===== src/rtl/reset_sequencer.sv =====
// Staggered per-channel reset release with optional per-channel ack handshake.
// Define RST_SEQ_ACK_EN to compile in the ack wait / timeout path.
//
// state    | meaning
// HOLD     | all channels held in reset, counting the hold window
// RELEASE  | a channel was just released on the previous edge
// WAIT_ACK | waiting for ch_ack of the released channel (ack build only)
// STAGGER  | spacing before the next release
// DONE     | all enabled channels released
module reset_sequencer #(
  parameter int NUM_CH         = 4,
  parameter int HOLD_CYCLES    = 8,
  parameter int STAGGER_CYCLES = 2,
  parameter int ACK_TIMEOUT    = 16,
  localparam int IW            = (NUM_CH > 1) ? $clog2(NUM_CH) : 1
) (
  input  logic              clk,
  input  logic              reset,
  input  logic              sw_rst_req,
  input  logic [NUM_CH-1:0] ch_mask,
  input  logic [NUM_CH-1:0] ch_ack,
  output logic [NUM_CH-1:0] ch_rst_n,
  output logic              seq_busy,
  output logic              seq_done,
  output logic              err,
  output logic [IW-1:0]     err_ch
);

  localparam int MAX_HS = (HOLD_CYCLES > STAGGER_CYCLES) ? HOLD_CYCLES : STAGGER_CYCLES;
  localparam int MAXC   = (MAX_HS > ACK_TIMEOUT) ? MAX_HS : ACK_TIMEOUT;
  localparam int CW     = $clog2(MAXC + 1) + 1;

  typedef enum logic [2:0] {HOLD, RELEASE, WAIT_ACK, STAGGER, DONE} state_t;

  state_t            state_q, state_d;
  logic [CW-1:0]     cnt_q, cnt_d;
  logic [IW-1:0]     cur_q, cur_d;
  logic [NUM_CH-1:0] mask_q, mask_d;
  logic [NUM_CH-1:0] rst_n_d;
  logic              busy_d, done_d, err_d;
  logic [IW-1:0]     err_ch_d;
  logic              adv, found;
  logic [IW-1:0]     nxt;
  int                from_idx;

`ifndef RST_SEQ_ACK_EN
  logic unused_ack;
  assign unused_ack = ^ch_ack;
`endif

  always_ff @(posedge clk) begin
    if (!reset) begin
      state_q  <= HOLD;
      cnt_q    <= '0;
      cur_q    <= '0;
      mask_q   <= ch_mask;
      ch_rst_n <= '0;
      seq_busy <= 1'b0;
      seq_done <= 1'b0;
      err      <= 1'b0;
      err_ch   <= '0;
    end else begin
      state_q  <= state_d;
      cnt_q    <= cnt_d;
      cur_q    <= cur_d;
      mask_q   <= mask_d;
      ch_rst_n <= rst_n_d;
      seq_busy <= busy_d;
      seq_done <= done_d;
      err      <= err_d;
      err_ch   <= err_ch_d;
    end
  end

  always_comb begin
    state_d  = state_q;
    cnt_d    = cnt_q;
    cur_d    = cur_q;
    mask_d   = mask_q;
    rst_n_d  = ch_rst_n;
    busy_d   = seq_busy;
    done_d   = seq_done;
    err_d    = err;
    err_ch_d = err_ch;
    adv      = 1'b0;
    found    = 1'b0;
    nxt      = '0;

    // Lowest enabled channel above the current one; masked channels cost no cycles.
    from_idx = (state_q == HOLD) ? 0 : int'(cur_q) + 1;
    for (int i = 0; i < NUM_CH; i++) begin
      if (!found && i >= from_idx && mask_q[i]) begin
        found = 1'b1;
        nxt   = IW'(i);
      end
    end

    case (state_q)
      HOLD: begin
        busy_d = 1'b1;
        if (cnt_q == CW'(HOLD_CYCLES)) adv = 1'b1;
        else cnt_d = cnt_q + 1'b1;
      end
`ifdef RST_SEQ_ACK_EN
      RELEASE, WAIT_ACK: begin
        if (ch_ack[cur_q]) begin
          state_d = STAGGER;
          cnt_d   = CW'(1);
        end else if (cnt_q == CW'(ACK_TIMEOUT - 1)) begin
          err_d    = 1'b1;
          err_ch_d = cur_q;
          state_d  = STAGGER;
          cnt_d    = CW'(1);
        end else begin
          state_d = WAIT_ACK;
          cnt_d   = cnt_q + 1'b1;
        end
      end
      STAGGER: begin
`else
      RELEASE, STAGGER: begin
`endif
        if (cnt_q == CW'(STAGGER_CYCLES)) adv = 1'b1;
        else begin
          state_d = STAGGER;
          cnt_d   = cnt_q + 1'b1;
        end
      end
      DONE: ;
      default: state_d = HOLD;
    endcase

    if (adv) begin
      if (found) begin
        rst_n_d[nxt] = 1'b1;
        cur_d        = nxt;
        state_d      = RELEASE;
`ifdef RST_SEQ_ACK_EN
        cnt_d        = '0;
`else
        cnt_d        = CW'(1);
`endif
      end else begin
        state_d = DONE;
        busy_d  = 1'b0;
        done_d  = 1'b1;
      end
    end

    if (sw_rst_req) begin
      state_d = HOLD;
      cnt_d   = '0;
      cur_d   = '0;
      mask_d  = ch_mask;
      rst_n_d = '0;
      busy_d  = 1'b1;
      done_d  = 1'b0;
      err_d   = 1'b0;
    end

`ifndef RST_SEQ_ACK_EN
    err_d    = 1'b0;
    err_ch_d = '0;
`endif
  end

endmodule


===== config.mk =====
export PLATFORM = sky130hd
export DESIGN_NAME = reset_sequencer
export DESIGN_NICKNAME = d
export VERILOG_FILES = /design/src/rtl/reset_sequencer.sv
export SDC_FILE = /design/constraint.sdc
export NUM_CORES = 1
export LEC_CHECK = 0
export CAP_MARGIN = 10
export CORE_MARGIN = 2
export CORE_UTILIZATION = 54
export DETAILED_ROUTE_END_ITERATION = 12
export PLACE_DENSITY = 0.88
export SLEW_MARGIN = 20
export SYNTH_ARGS = -nofsm -noshare
export SYNTH_HDL_FRONTEND = slang
export SYNTH_SLANG_ARGS = --single-unit

===== constraint.sdc =====
create_clock -name clk -period 3.5 [get_ports clk]
set_input_delay 0.7 -clock clk [delete_from_list [all_inputs] [get_ports clk]]
set_output_delay 0.7 -clock clk [all_outputs]
set_load 0.02 [all_outputs]

==> qor.txt, run 1 <==
outcome: finished clean
maxcap violations: 0
routed vias: 802
Residual DRC: 0
max-slew violations: 0
Die X: 48.09 um
Synth top area share: 0.3242
worst-path maximum fanout: 17
H-tree levels: 1
final wirelength: 1839 um
Initial Utilization: 0.5888
post-route insts no fill: 144
GR Layer Usage met3: 0.04444
insertion delay to the later sink of the worst-skew pair: 300 ps
Placer Congestion: 0.8151
Top Ports: 20
Crit path required time: 3720 ps
Area Overhead vs Synth: 14.06%
clk buf depth: 2
fmax: 503.0 MHz
min-delay src: ch_rst_n[3]$_SDFFE_PP0P_
clock sink count: 21
Die Ht: 48.09 um
Critical-path top delay cell: clkdlybuf4s50_1
root buffer cell: clkbuf_4
Syn Inst Count: 106
PwrDens: 341.0 nW/um^2
number of CTS-inserted buffers: 3
antenna violations before repair: 0
setup_tns: 0 ps
Worst Setup End Kind: flip-flop
hold crit path type: flip-flop to flip-flop
Final Setup Violations: 0
GR Util met1: 0.2725
CTS hold repair buffers: 0
drt first pass iters: 4
vias in the first global route: 785
critical path class: input port to flip-flop
busiest grt layer: met2
share of post-route cells with drive strength above 1: 0.1092
grt ovf: 0
Rows: 15
syn_area_per_cell: 9.903 sq um
HPWL after detailed placement: 1395 um
reg-to-reg startpoint: cur_q[0]$_SDFFE_PP0P_
synth warn: 0
RSZ-0062 raised after global routing: no
sequential fraction of the synthesis area: 0.4386
Yosys top cell by area: dfxtp_1
period utilization: 0.5681
first-pass GRT wire length: 3353 um
Worst Setup Start Kind: input port
mapped cell area: 1050 sq um
ys async rst share: 0
Synth cell types: 41
Die ar.: 2313 sq um
Main synth FF type: dfxtp_1
crit path from: reset
Final #Nets: 135
Final Worst Setup Slack: 1512 ps
placed insts: 140
met2 Use GR: 0.3307
clock skew: 2.580 ps
VDD IR max: 0.0002409 V
Post-CTS Setup Inserts: 0
DR vias/cell: 5.569
GRT Util Overall: 0.2111
leakage dissipation: 0.4172 nW
EDFF count, synth: 4
DRT iter0 DRCs: 21
Period minus WS final: 1988 ps
TritonCTS clock tree: built
Clk pin slew, worst setup/hold paths: 110 ps
Rel. slew slack: 0.6365
worst hold slack: 450.4 ps
CP max stage delay: 470 ps
Final Hold Violating Endpoints: 0
Worst EP arrival: 2210 ps
core area: 1783 sq um
Final ANT Viol Nets: 0
synth top area cells: dfxtp_1 (32%), edfxtp_1 (11%), ha_1 (4.8%)
port bufs: 12
WL/cell: 12.77 um
Cell Chain, Critical Path: clkdlybuf4s50_1 > nor2b_1 > inv_1 > a211oi_1
antenna diode count: 0
post-CTS sizing: 0
worst-margin pin slew: 544.7 ps
Place WS: 1188 ps
largest net degree at the start of global routing: 18
Synth Register Bits: 21
==> metal layers <==
metal  share of wire  vias up
met5               0        -
met4           0.023        0
met3           0.052        5
met2            0.47       30
met1            0.45      366
li1                -      401
==> cells in the mapped netlist (2+ instances only) <==
| cell | n |
|---|---|
| dfxtp_1 | 17 |
| a21oi_1 | 9 |
| nand2_1 | 9 |
| nand3_1 | 5 |
| nor3_1 | 5 |
| edfxtp_1 | 4 |
| ha_1 | 4 |
| inv_1 | 4 |
| nor2_1 | 4 |
| buf_4 | 3 |
| nand2b_1 | 3 |
| nand4_1 | 3 |
| nor2b_1 | 3 |
| xnor2_1 | 3 |
| a211oi_1 | 2 |
| o21ai_1 | 2 |
| xor2_1 | 2 |
==> worst max-delay path: cells and delay by family <==
kind / cells / cell delay [ps]
buf+inv: 2 / 830
simple gates: 1 / 350
compound gates: 1 / 320
==> cell families after synthesis <==
kind of cell	share of synthesized area
AND/OR/NAND/NOR	0.2134
AO/OA/AOI/OAI	0.2014
flip-flops	0.4386
buffers and inverters	0.05362
XOR/XNOR	0.04172
adder cells (fa/ha/maj)	0.04768
other	0.003572
==> layout by cell type, fill, tap and decap left out, types with 2 or more instances in the layout <==
master	count
a211oi_1	2
a21oi_1	9
clkbuf_4	3
clkdlybuf4s50_1	12
conb_1	3
dfxtp_1	17
edfxtp_1	4
ha_1	4
inv_1	4
nand2_1	9
nand2b_1	3
nand3_1	5
nand4_1	3
nor2_1	4
nor2b_1	3
nor3_1	5
o21ai_1	2
xnor2_1	3
xor2_1	2
==> state kept, by name (all words and copies together) (netlist names) <==
signal and count:
mask_q 4, seq_busy 1, seq_done 1, cnt_q 6
state_q 3, cur_q 2, ch_rst_n 4
==> path summary, 6_finish.rpt <==
kind / slack (ps) / cells past startpoint / endpoint
setup / recovery: 1510 / 4 / cnt_q[1]$_SDFF_PP0_
hold / removal: 450 / 2 / ch_rst_n[3]$_SDFFE_PP0P_
setup reg to reg: 1620 / 6 / cur_q[0]$_SDFFE_PP0P_
hold reg to reg: 450 / 2 / ch_rst_n[3]$_SDFFE_PP0P_
==> cell type report <==
type	count	area, sq um
clock buffers	4	26.28
repair buffers	12	120.1
inverters	5	18.77
fillers	139	585.6
well taps	25	31.28
multi-input cells	77	540.5
flip-flops and latches	21	460.4
==> power by group <==
group          leakage, nW  switching (W)  internal [W]  total [W]
Sequential           0.178     0.00000443      0.000253   0.000257
Clock               0.0150      0.0000695     0.0000445   0.000114
Combinational        0.224      0.0000200     0.0000171  0.0000371
==> metrics by stage <==
step | util | instance area (sq um) | total power (W)
after global placement | 0.6568 | 1171 | 0.0002979
after detailed placement | 0.6568 | 1171 | 0.0002996
after floorplan | - | 1057 | 0.0002889
final | 0.6716 | 1197 | 0.0004083
after CTS | 0.6716 | 1197 | 0.0004125
after global routing | 0.6716 | 1197 | 0.0004256
No activity file was read; power rests on OpenSTA's default activity.
==> run 2, diff against run 1 <==
CORE_UTILIZATION = 45   (was 54)
PLACE_DENSITY = 0.79   (was 0.88)
clock period = 1.64 ns   (was 3.5 ns; I/O delays follow)
==> run 2 against run 1 <==
Net effect: final cell count is 17% higher; critical path type is now flip-flop to flip-flop; die area up 18%; critical path depth grew 1; clock power grew 120%; count of clock-buffer cells in the layout down 1; hold slack gained 13 ps.
==> qor.txt, run 2 (synthesized netlist as in run 1, its figures left out) <==
Worst EP arrival: 1800 ps (-410 ps)
drt first pass iters: 4 (unchanged)
Most flops, register: cnt_q
routed vias: 892 (+11%)
Hold Path End: ch_rst_n[2]$_SDFFE_PP0P_
clock sink count: 21 (unchanged)
Clk pin slew, worst setup/hold paths: 130 ps (+20 ps)
Placer Congestion: 0.8535 (+4.7%)
reg-to-reg startpoint: state_q[0]$_SDFFE_PP0P_
core area: 2212 sq um (+24%)
FF-to-FF End: ch_rst_n[1]$_SDFFE_PP0P_
final wirelength: 2344 um (+27%)
antenna violations before repair: 0 (unchanged)
grt ovf: 0 (unchanged)
Final ANT Viol Nets: 0 (unchanged)
HPWL after detailed placement: 1625 um (+16%)
hold path cells: 2 (unchanged)
Rows: 17 (+2)
PwrDens: 608.1 nW/um^2 (+78%)
Die ar.: 2735 sq um (+18%)
Final Cell Area: 1489 sq um (+24%)
fmax: 625.9 MHz
Die Ht: 52.30 um (+8.8%)
Worst Setup End Kind: flip-flop
Top Ports: 20 (unchanged)
clock skew: 14.77 ps (+12.19 ps)
area post-placement: 1308 sq um (+12%)
VDD IR max: 0.0004244 V (+76%)
Residual DRC: 0 (unchanged)
Worst Setup Start Kind: flip-flop
port bufs: 12 (unchanged)
maxcap violations: 0 (unchanged)
largest net degree at the start of global routing: 18 (unchanged)
Final #Nets: 157 (+16%)
max reg flops: 6 (unchanged)
WL/cell: 13.87 um (+8.6%)
antenna diode count: 0 (unchanged)
Crit path required time: 1840 ps (-1880 ps)
root buffer cell: clkbuf_4
DR vias/cell: 5.278 (-5.2%)
critical path class: flip-flop to flip-flop
max-slew violations: 0 (unchanged)
leakage dissipation: 0.6093 nW (+46%)
outcome: finished clean
hold crit path type: flip-flop to flip-flop
clk buf depth: 2 (unchanged)
TritonCTS clock tree: built
first-pass GRT wire length: 3670 um (+9.5%)
share of post-route cells with drive strength above 1: 0.3617 (+0.2525)
Largest regs: cnt_q: 6 flops, ch_rst_n: 4 flops, mask_q: 4 flops
commonest non-fill, non-tap cell in the layout: buf_4
Die X: 52.30 um (+8.8%)
most frequent cells in the layout: buf_4 (19), dfxtp_1 (11), a21oi_1 (8), nand2_1 (8), clkdlybuf4s50_1 (8)
period utilization: 0.9743
Initial Utilization: 0.4745 (-0.1142)
DRT iter0 DRCs: 16 (-24%)
Period minus WS final: 1598 ps
H-tree levels: 1 (unchanged)
insertion delay to the later sink of the worst-skew pair: 300 ps (about the same)
R2R setup slack: 40 ps (-1580 ps)
worst-path maximum fanout: 5 (-12)
setup_tns: 0 ps (unchanged)
R2R depth: 5 (-1)
min-delay src: ch_rst_n[2]$_SDFFE_PP0P_
GRT Util Overall: 0.1803 (-0.03076)
vias in the first global route: 882 (+12%)
Final Setup Violations: 0 (unchanged)
Area Overhead vs Synth: 41.84%
RSZ-0062 raised after global routing: yes
Final Hold Violating Endpoints: 0 (unchanged)
number of CTS-inserted buffers: 3 (unchanged)
run 2: worst max path at each step:
stage                       startpoint                        to  cells past startpoint
3_3_place_gp                     reset       cnt_q[1]$_SDFF_PP0_                      5
3_5_place_dp                     reset       cnt_q[1]$_SDFF_PP0_                      5
2_1_floorplan    cur_q[0]$_SDFFE_PP0P_     cur_q[0]$_SDFFE_PP0P_                      6
6_report       state_q[0]$_SDFFE_PP0P_  ch_rst_n[1]$_SDFFE_PP0P_                      5
4_1_cts            cnt_q[0]$_SDFF_PP0_       cnt_q[1]$_SDFF_PP0_                      7
5_1_grt            cnt_q[0]$_SDFF_PP0_       cnt_q[1]$_SDFF_PP0_                      7
run 2: metal layers:
layer / GRT usage / up-vias / wire length, um
met1: 0.2097 / 429 / 1014
met2: 0.3271 / 14 / 1214
met5: 0 / - / 0
li1: - / 445 / -
met3: 0.02571 / 4 / 72
met4: 0.07265 / 0 / 44
run 2: timing repair:
item | 4_1_cts | 5_1_grt
hold buffers | 0 | 0
resized for setup | 5 | 20
setup buffers | 1 | 5
endpoints found under the setup margin | 6 | 18
pin swaps | 2 | 9
run 2: final cells by class:
cell class | instances | area, sq um
multi-input combinational | 77 | 610.6
clock buffer | 3 | 22.52
sequential | 21 | 470.5
tap | 28 | 35.03
timing repair buffer | 34 | 324.1
inverter | 5 | 18.77
clock inverter | 1 | 7.507
fill | 173 | 723.2
run 2: per-stage QoR:
stage                     cells  hold WS [ps]  setup slack (ps)  power [W]    util
final                       169         463.6             42.18  0.0009055  0.6731
after global placement      159         433.5             24.15  0.0006569  0.5911
after CTS                   164         468.2            -11.14  0.0009181  0.6171
after global routing        169         496.9            -53.10  0.0009534  0.6731
after detailed placement    159         450.2            -30.60  0.0006605  0.5911
after floorplan             108         426.9             22.29  0.0006165       -
run 2: critical path, cell delays in order (launching register included):
cell	delay, ps
dfxtp_4	390
nor3_4	280
a22oi_2	150
a32o_1	310
and2_4	170
a31o_1	190
run 2: report_power, final:
part           switching, W  internal [W]  total [W]
clock network      0.000156     0.0000928   0.000249
logic             0.0000519     0.0000570   0.000109
registers        0.00000968      0.000538   0.000548
==> variant 1 (flow settings as in run 2) <==
Add a define of `RST_SEQ_ACK_EN`.
--- a/src/rtl/reset_sequencer.sv
+++ b/src/rtl/reset_sequencer.sv
@@ -9,2 +9,4 @@
 // DONE     | all enabled channels released
+`define RST_SEQ_ACK_EN
+
 module reset_sequencer #(
Formal check against the unedited RTL: no difference found for any inputs over 10 cycles, from zero or initial values and one cycle with reset low; that may be too few to reach the edited logic, so the function may still have changed.
==> variant 1 against run 2 <==
The run now ends with setup timing left; power rose by 16%; worst setup slack got worse by 0.073 ns; count of clock-buffer cells in the layout grew 1; synthesized area increased by 17%; routed wire length is 31% higher; global-route usage is 1.9 points higher; first-iteration DRC count grew to 2.8 times the old value; sequential cell count increased by 3; design area grew 18%; clock skew is 0.0025 ns lower; combinational power shrank 6%; highest routed layer unchanged.
==> variant 1: results (changes against run 2) <==
setup_path:
  worstPathMaxFanout: 4  # -1
  cp_slowest_cell: "sky130_fd_sc_hd__mux4_2"
  crit_family: "multiplexers"
  timing.rr.end: "cnt_q[1]$_SDFF_PP0_"
  r2r-start: "cur_q[0]$_SDFFE_PP0P_"
  crit_required_ns: 1.91  # +0.07 ns
  reg2reg_depth: 5  # unchanged
  cpPeakStageDelay_ns: 0.57  # +0.18 ns
  timing_worst_setup_path_type: "reg2reg"
drt:
  detail_route.wl_per_cell_um: 15.4  # +11%
  drt-initial-drc-count: 45  # +29
  first_pass_iters: 4  # unchanged
  vias_per_std_cell: 5.67  # +7.4%
synth:
  edff_count_synth: 4  # unchanged
  synth.lib_cells_used.distinct: 48  # +17%
  synthTopCellsByArea: "sky130_fd_sc_hd__dfxtp_1 (33%), sky130_fd_sc_hd__edfxtp_1 (9.8%), sky130_fd_sc_hd__nor2_1 (4.9%)"
  synth_common_cells: "sky130_fd_sc_hd__dfxtp_1 (20), sky130_fd_sc_hd__nor2_1 (16), sky130_fd_sc_hd__nand2_1 (12)"
  syn_avg_cell_area_um2: 9.38  # -5.3%
  synth_top_flop_cell: "sky130_fd_sc_hd__dfxtp_1"
  post_synthesis_sequential_area_ratio_pct: 42.4  # -1.5 points
  synth_nets: 146
  synth.yosys.warnings: 0  # unchanged
global_route:
  pin_count_of_the_biggest_net_entering_global_routing: 17  # -1
  global_route.usage.total_pct: 19.9  # +1.9 points
  number_of_global_route_vias_before_repair: 1106  # +25%
  use_met1_pct: 23.2  # +2.3 points
  grt_first_pass_wirelength_um: 4930  # +34%
  grt.met3_usage_pct: 5.99  # +3.4 points
  grt_use_met2_pct: 34.8  # +2.1 points
clock_network:
  clk_root_buffer_cell: "sky130_fd_sc_hd__clkbuf_4"
  numCtsBuffers: 3  # unchanged
  cts-root-to-sink-buffers: 2  # unchanged
  clk_pin_slew_ns: 0.14
  cts_max_level: 1  # unchanged
  clock_latency_ns: 0.34  # +0.04 ns
finish:
  antenna-diode-count: 0  # unchanged
  proportion_of_layout_cells_with_a_drive_suffix_above_1_pct: 29.6  # -6.6 points
  layout_top_registers: "cnt_q x6, ch_rst_n x4, mask_q x4"
  num-fill-cells: 197  # +14%
  final-instance-count-excl-fill: 199  # +18%
worst_hold_path:
  hold_path_class: "reg2reg"
place:
  placement.io_buffers: 19  # +7
  post-dp-hpwl_um: 2160  # +33%
  place.detailed.instances: 193  # +21%
  routabilityCongestion: 0.929  # +8.8%
  place_ws_ns: -0.332  # -0.302 ns
run_status:
  failed_checks: "setup timing"
  outcome: "complete, but fails checks"
power_and_ir_drop:
  p_leak_nw: 0.761  # +25%
  peakVddDrop_uv: 535  # +26%
sta:
  final.setup_skew_ns: 0.0122  # -0.00254 ns
  final-setup-viol-count: 3  # +3
  layout_setup_ws_ns: -0.0307  # -0.0729 ns
  slew_headroom_pct: 76.4
==> variant 1: kinds of logic after synthesis <==
group,Yosys count,synth area share (%)
simple gates,52,22.0
compound gates,32,20.1
flops,24,42.4
buf+inv,11,3.77
xor+xnor,4,3.46
mux,4,4.28
fa+ha+maj,4,4.07
==> variant 1: timing repair <==
action / 4_1_cts / 5_1_grt
pin swaps: 3 / 11
setup buffers: 0 / 2
resized for setup: 7 / 29
gates cloned: 0 / 0
endpoints found under the setup margin: 13 / 23
hold buffers: 0 / 0
hold endpoints to repair: 0 / 0
==> variant 1: final cells by class <==
| type | instances | area, um^2 | area share, % |
|---|---|---|---|
| clock buffers | 4 | 36.3 | 2.07 |
| repair buffers | 38 | 357 | 20.3 |
| flip-flops and latches | 24 | 532 | 30.3 |
| well taps | 30 | 37.5 | 2.14 |
| multi-input cells | 96 | 759 | 43.3 |
| inverters | 7 | 31.3 | 1.78 |
==> variant 1: how the worst min path moves through the flow <==
stage / from / slack, ns / endpoint / depth (start not counted)
global placement: ch_rst_n[1]$_SDFFE_PP0P_ / 0.46 / ch_rst_n[1]$_SDFFE_PP0P_ / 2
floorplan: ch_mask[0] / 0.43 / mask_q[0]$_DFFE_PP_ / 0
CTS: seq_done$_SDFFE_PP0P_ / 0.50 / seq_done$_SDFFE_PP0P_ / 2
detailed placement: ch_rst_n[0]$_SDFFE_PP0P_ / 0.46 / ch_rst_n[0]$_SDFFE_PP0P_ / 2
finish: seq_done$_SDFFE_PP0P_ / 0.49 / seq_done$_SDFFE_PP0P_ / 2
global route: ch_rst_n[0]$_SDFFE_PP0P_ / 0.53 / ch_rst_n[0]$_SDFFE_PP0P_ / 2
==> variant 1: routing by layer <==
| layer | wire length [um] | up-vias | part of all wire [%] |
|---|---|---|---|
| met5 | 0 | - | 0 |
| li1 | - | 554 | - |
| met2 | 1620 | 20 | 53 |
| met1 | 1260 | 547 | 41 |
| met3 | 123 | 7 | 4.0 |
| met4 | 65 | 0 | 2.1 |
==> variant 1: stage by stage <==
stage	area, um^2	setup TNS (ns)	hold slack, ns	power [mW]
final	1750	-0.0587	0.492	1.05
after floorplan	1230	0	0.427	0.676
after CTS	1640	0	0.498	1.04
after detailed placement	1570	-2.73	0.462	0.725
after global routing	1750	-0.520	0.525	1.09
after global placement	1570	-2.32	0.456	0.722
==> variant 1: power breakdown <==
| part | internal [mW] | leakage [nW] | total, mW | switching [mW] |
|---|---|---|---|---|
| registers | 0.612 | 0.206 | 0.625 | 0.0132 |
| clock network | 0.136 | 0.0210 | 0.327 | 0.190 |
| logic | 0.0553 | 0.533 | 0.103 | 0.0480 |
| total | 0.803 | 0.761 | 1.05 | 0.252 |
==> variant 2 (flow settings as in run 2) <==
Made on the original files. Encoding of `state_t`: now one-hot (5 bits for 5 states).
--- a/src/rtl/reset_sequencer.sv
+++ b/src/rtl/reset_sequencer.sv
@@ -32,3 +32,3 @@
 
-  typedef enum logic [2:0] {HOLD, RELEASE, WAIT_ACK, STAGGER, DONE} state_t;
+  typedef enum logic [4:0] {HOLD = 5'b00001, RELEASE = 5'b00010, WAIT_ACK = 5'b00100, STAGGER = 5'b01000, DONE = 5'b10000} state_t;
 
Check against the original RTL: no difference found for any inputs over 10 cycles, from zero or initial values and one cycle with reset low; not proved beyond that.
==> variant 2 against run 2 <==
The flow now finishes with violations (setup timing); synthesized area up 4.8%; die area up 4.4%; hold slack worse by 0.013 ns; routed wire length up 15%; sequential share of layout area about the same; critical path depth unchanged; power up 4.2%; sequential cell count up 1; design area up 2.5%; combinational power down 8%; worst setup slack worse by 0.14 ns; largest power group unchanged.
==> variant 2: results (changes against run 2) <==
run_status:
  outcome: "complete, but fails checks"
  failed_checks: "setup timing"
place:
  post-dp-hpwl_um: 1780  # +9.3%
  routabilityCongestion: 0.824  # -3.5%
  place_ws_ns: -0.145  # -0.114 ns
  placement.cell_area_um2: 1410  # +7.5%
clock_network:
  post_cts_buffers: 0  # -1
  clk_root_buffer_cell: "sky130_fd_sc_hd__clkbuf_4"
  clock_latency_ns: 0.33  # +0.03 ns
  numCtsBuffers: 3  # unchanged
  cts-root-to-sink-buffers: 2  # unchanged
setup_path:
  cp_launch_point: "state_q[3]$_SDFFE_PP0P_"
  cp_slowest_cell: "sky130_fd_sc_hd__or4b_4"
  cp_data_arrival_time_ns: 2.00  # +0.20 ns
  regToRegSetupSlack_ns: -0.1  # -0.14 ns
  cpPeakStageDelay_ns: 0.61  # +0.22 ns
  timing.rr.end: "cur_q[0]$_SDFFE_PP0P_"
  r2r-start: "state_q[3]$_SDFFE_PP0P_"
finish:
  number_of_logic_inverters_in_the_finished_layout: 4  # -1
  num-multi-input-gates: 89  # +16%
  bufAreaShareNonClock_pct: 20.2  # -1.6 points
  nNonClkBuffers: 37  # +8.8%
  seq_area_um2: 483  # +2.7%
  clock_area_share_pct: 1.72  # -0.30 points
  num-fill-cells: 199  # +15%
  multi_input_area_um2: 659  # +8.0%
  clock_buffers: 4  # +1
  num-nets-final: 172  # +9.6%
  seqAreaFraction_pct: 31.6  # +0.043 points
sta:
  layout_setup_ws_ns: -0.0967  # -0.139 ns
  final.setup_skew_ns: 0.00485  # -0.00993 ns
  final-setup-viol-count: 10  # +10
  final.hold.worst_slack_ns: 0.450  # -0.0133 ns
global_route:
  grt_first_pass_wirelength_um: 3980  # +8.5%
  use_met1_pct: 23.6  # +2.6 points
  pin_count_of_the_biggest_net_entering_global_routing: 13  # -5
  global_route.usage.total_pct: 19.7  # +1.6 points
  number_of_global_route_vias_before_repair: 955  # +8.3%
synth:
  synthTopCellsByArea: "sky130_fd_sc_hd__dfxtp_1 (33%), sky130_fd_sc_hd__edfxtp_1 (11%), sky130_fd_sc_hd__nor2_1 (5.1%)"
  synth.lib_cells_used.distinct: 46  # +12%
  synth_common_cells: "sky130_fd_sc_hd__dfxtp_1 (18), sky130_fd_sc_hd__nor2_1 (15), sky130_fd_sc_hd__nand2_1 (8)"
  syn_avg_cell_area_um2: 9.32  # -5.9%
  ys_ff_latch: 22  # +4.8%
power_and_ir_drop:
  p_leak_nw: 0.610  # +0.12%
  pwr.group.sequential_mw: 0.575  # +4.9%
  peakVddDrop_uv: 553  # +30%
  power.clock.fraction_pct: 28.4  # +0.9 points
  power.internal_mw: 0.706  # +2.7%
worst_hold_path:
  worst_hold_path.endpoint: "ch_rst_n[3]$_SDFFE_PP0P_"
  hold_wc_startpoint: "ch_rst_n[3]$_SDFFE_PP0P_"
drt:
  vias_per_std_cell: 5.54  # +5.0%
  wl_met1_um: 1160  # +15%
  drt-initial-drc-count: 30  # +14
  met3_length_um: 153  # +110%
  drt-total-wl_um: 2690  # +15%
die:
  die_area_um2: 2860  # +4.4%
-- variant 2: how the worst max path moves through the flow --
| stage | end | slack [ns] | cells after the start |
|---|---|---|---|
| final | cur_q[0]$_SDFFE_PP0P_ | -0.1 | 5 |
| after global routing | cur_q[0]$_SDFFE_PP0P_ | -0.17 | 5 |
| after CTS | cnt_q[1]$_SDFF_PP0_ | -0.03 | 5 |
| after detailed placement | cnt_q[1]$_SDFF_PP0_ | -0.14 | 5 |
| after global placement | cnt_q[0]$_SDFF_PP0_ | -0.09 | 5 |
| after floorplan | cnt_q[0]$_SDFF_PP0_ | -0.006 | 6 |
-- variant 2: logic make-up after synthesis --
logic type	synth area share [%]
other cells	0.341
simple gates	20.1
fa+ha+maj	4.55
xor+xnor	4.78
buf+inv	4.21
compound gates	21.4
mux	0.910
flops	43.7
-- variant 2: worst max-delay path: cells and delay by family, from the launching register on --
kind	cells	cell delay (ns)
and+or+nand+nor	2	0.89
AOI/OAI and AO/OA	3	0.44
DFF	1	0.34
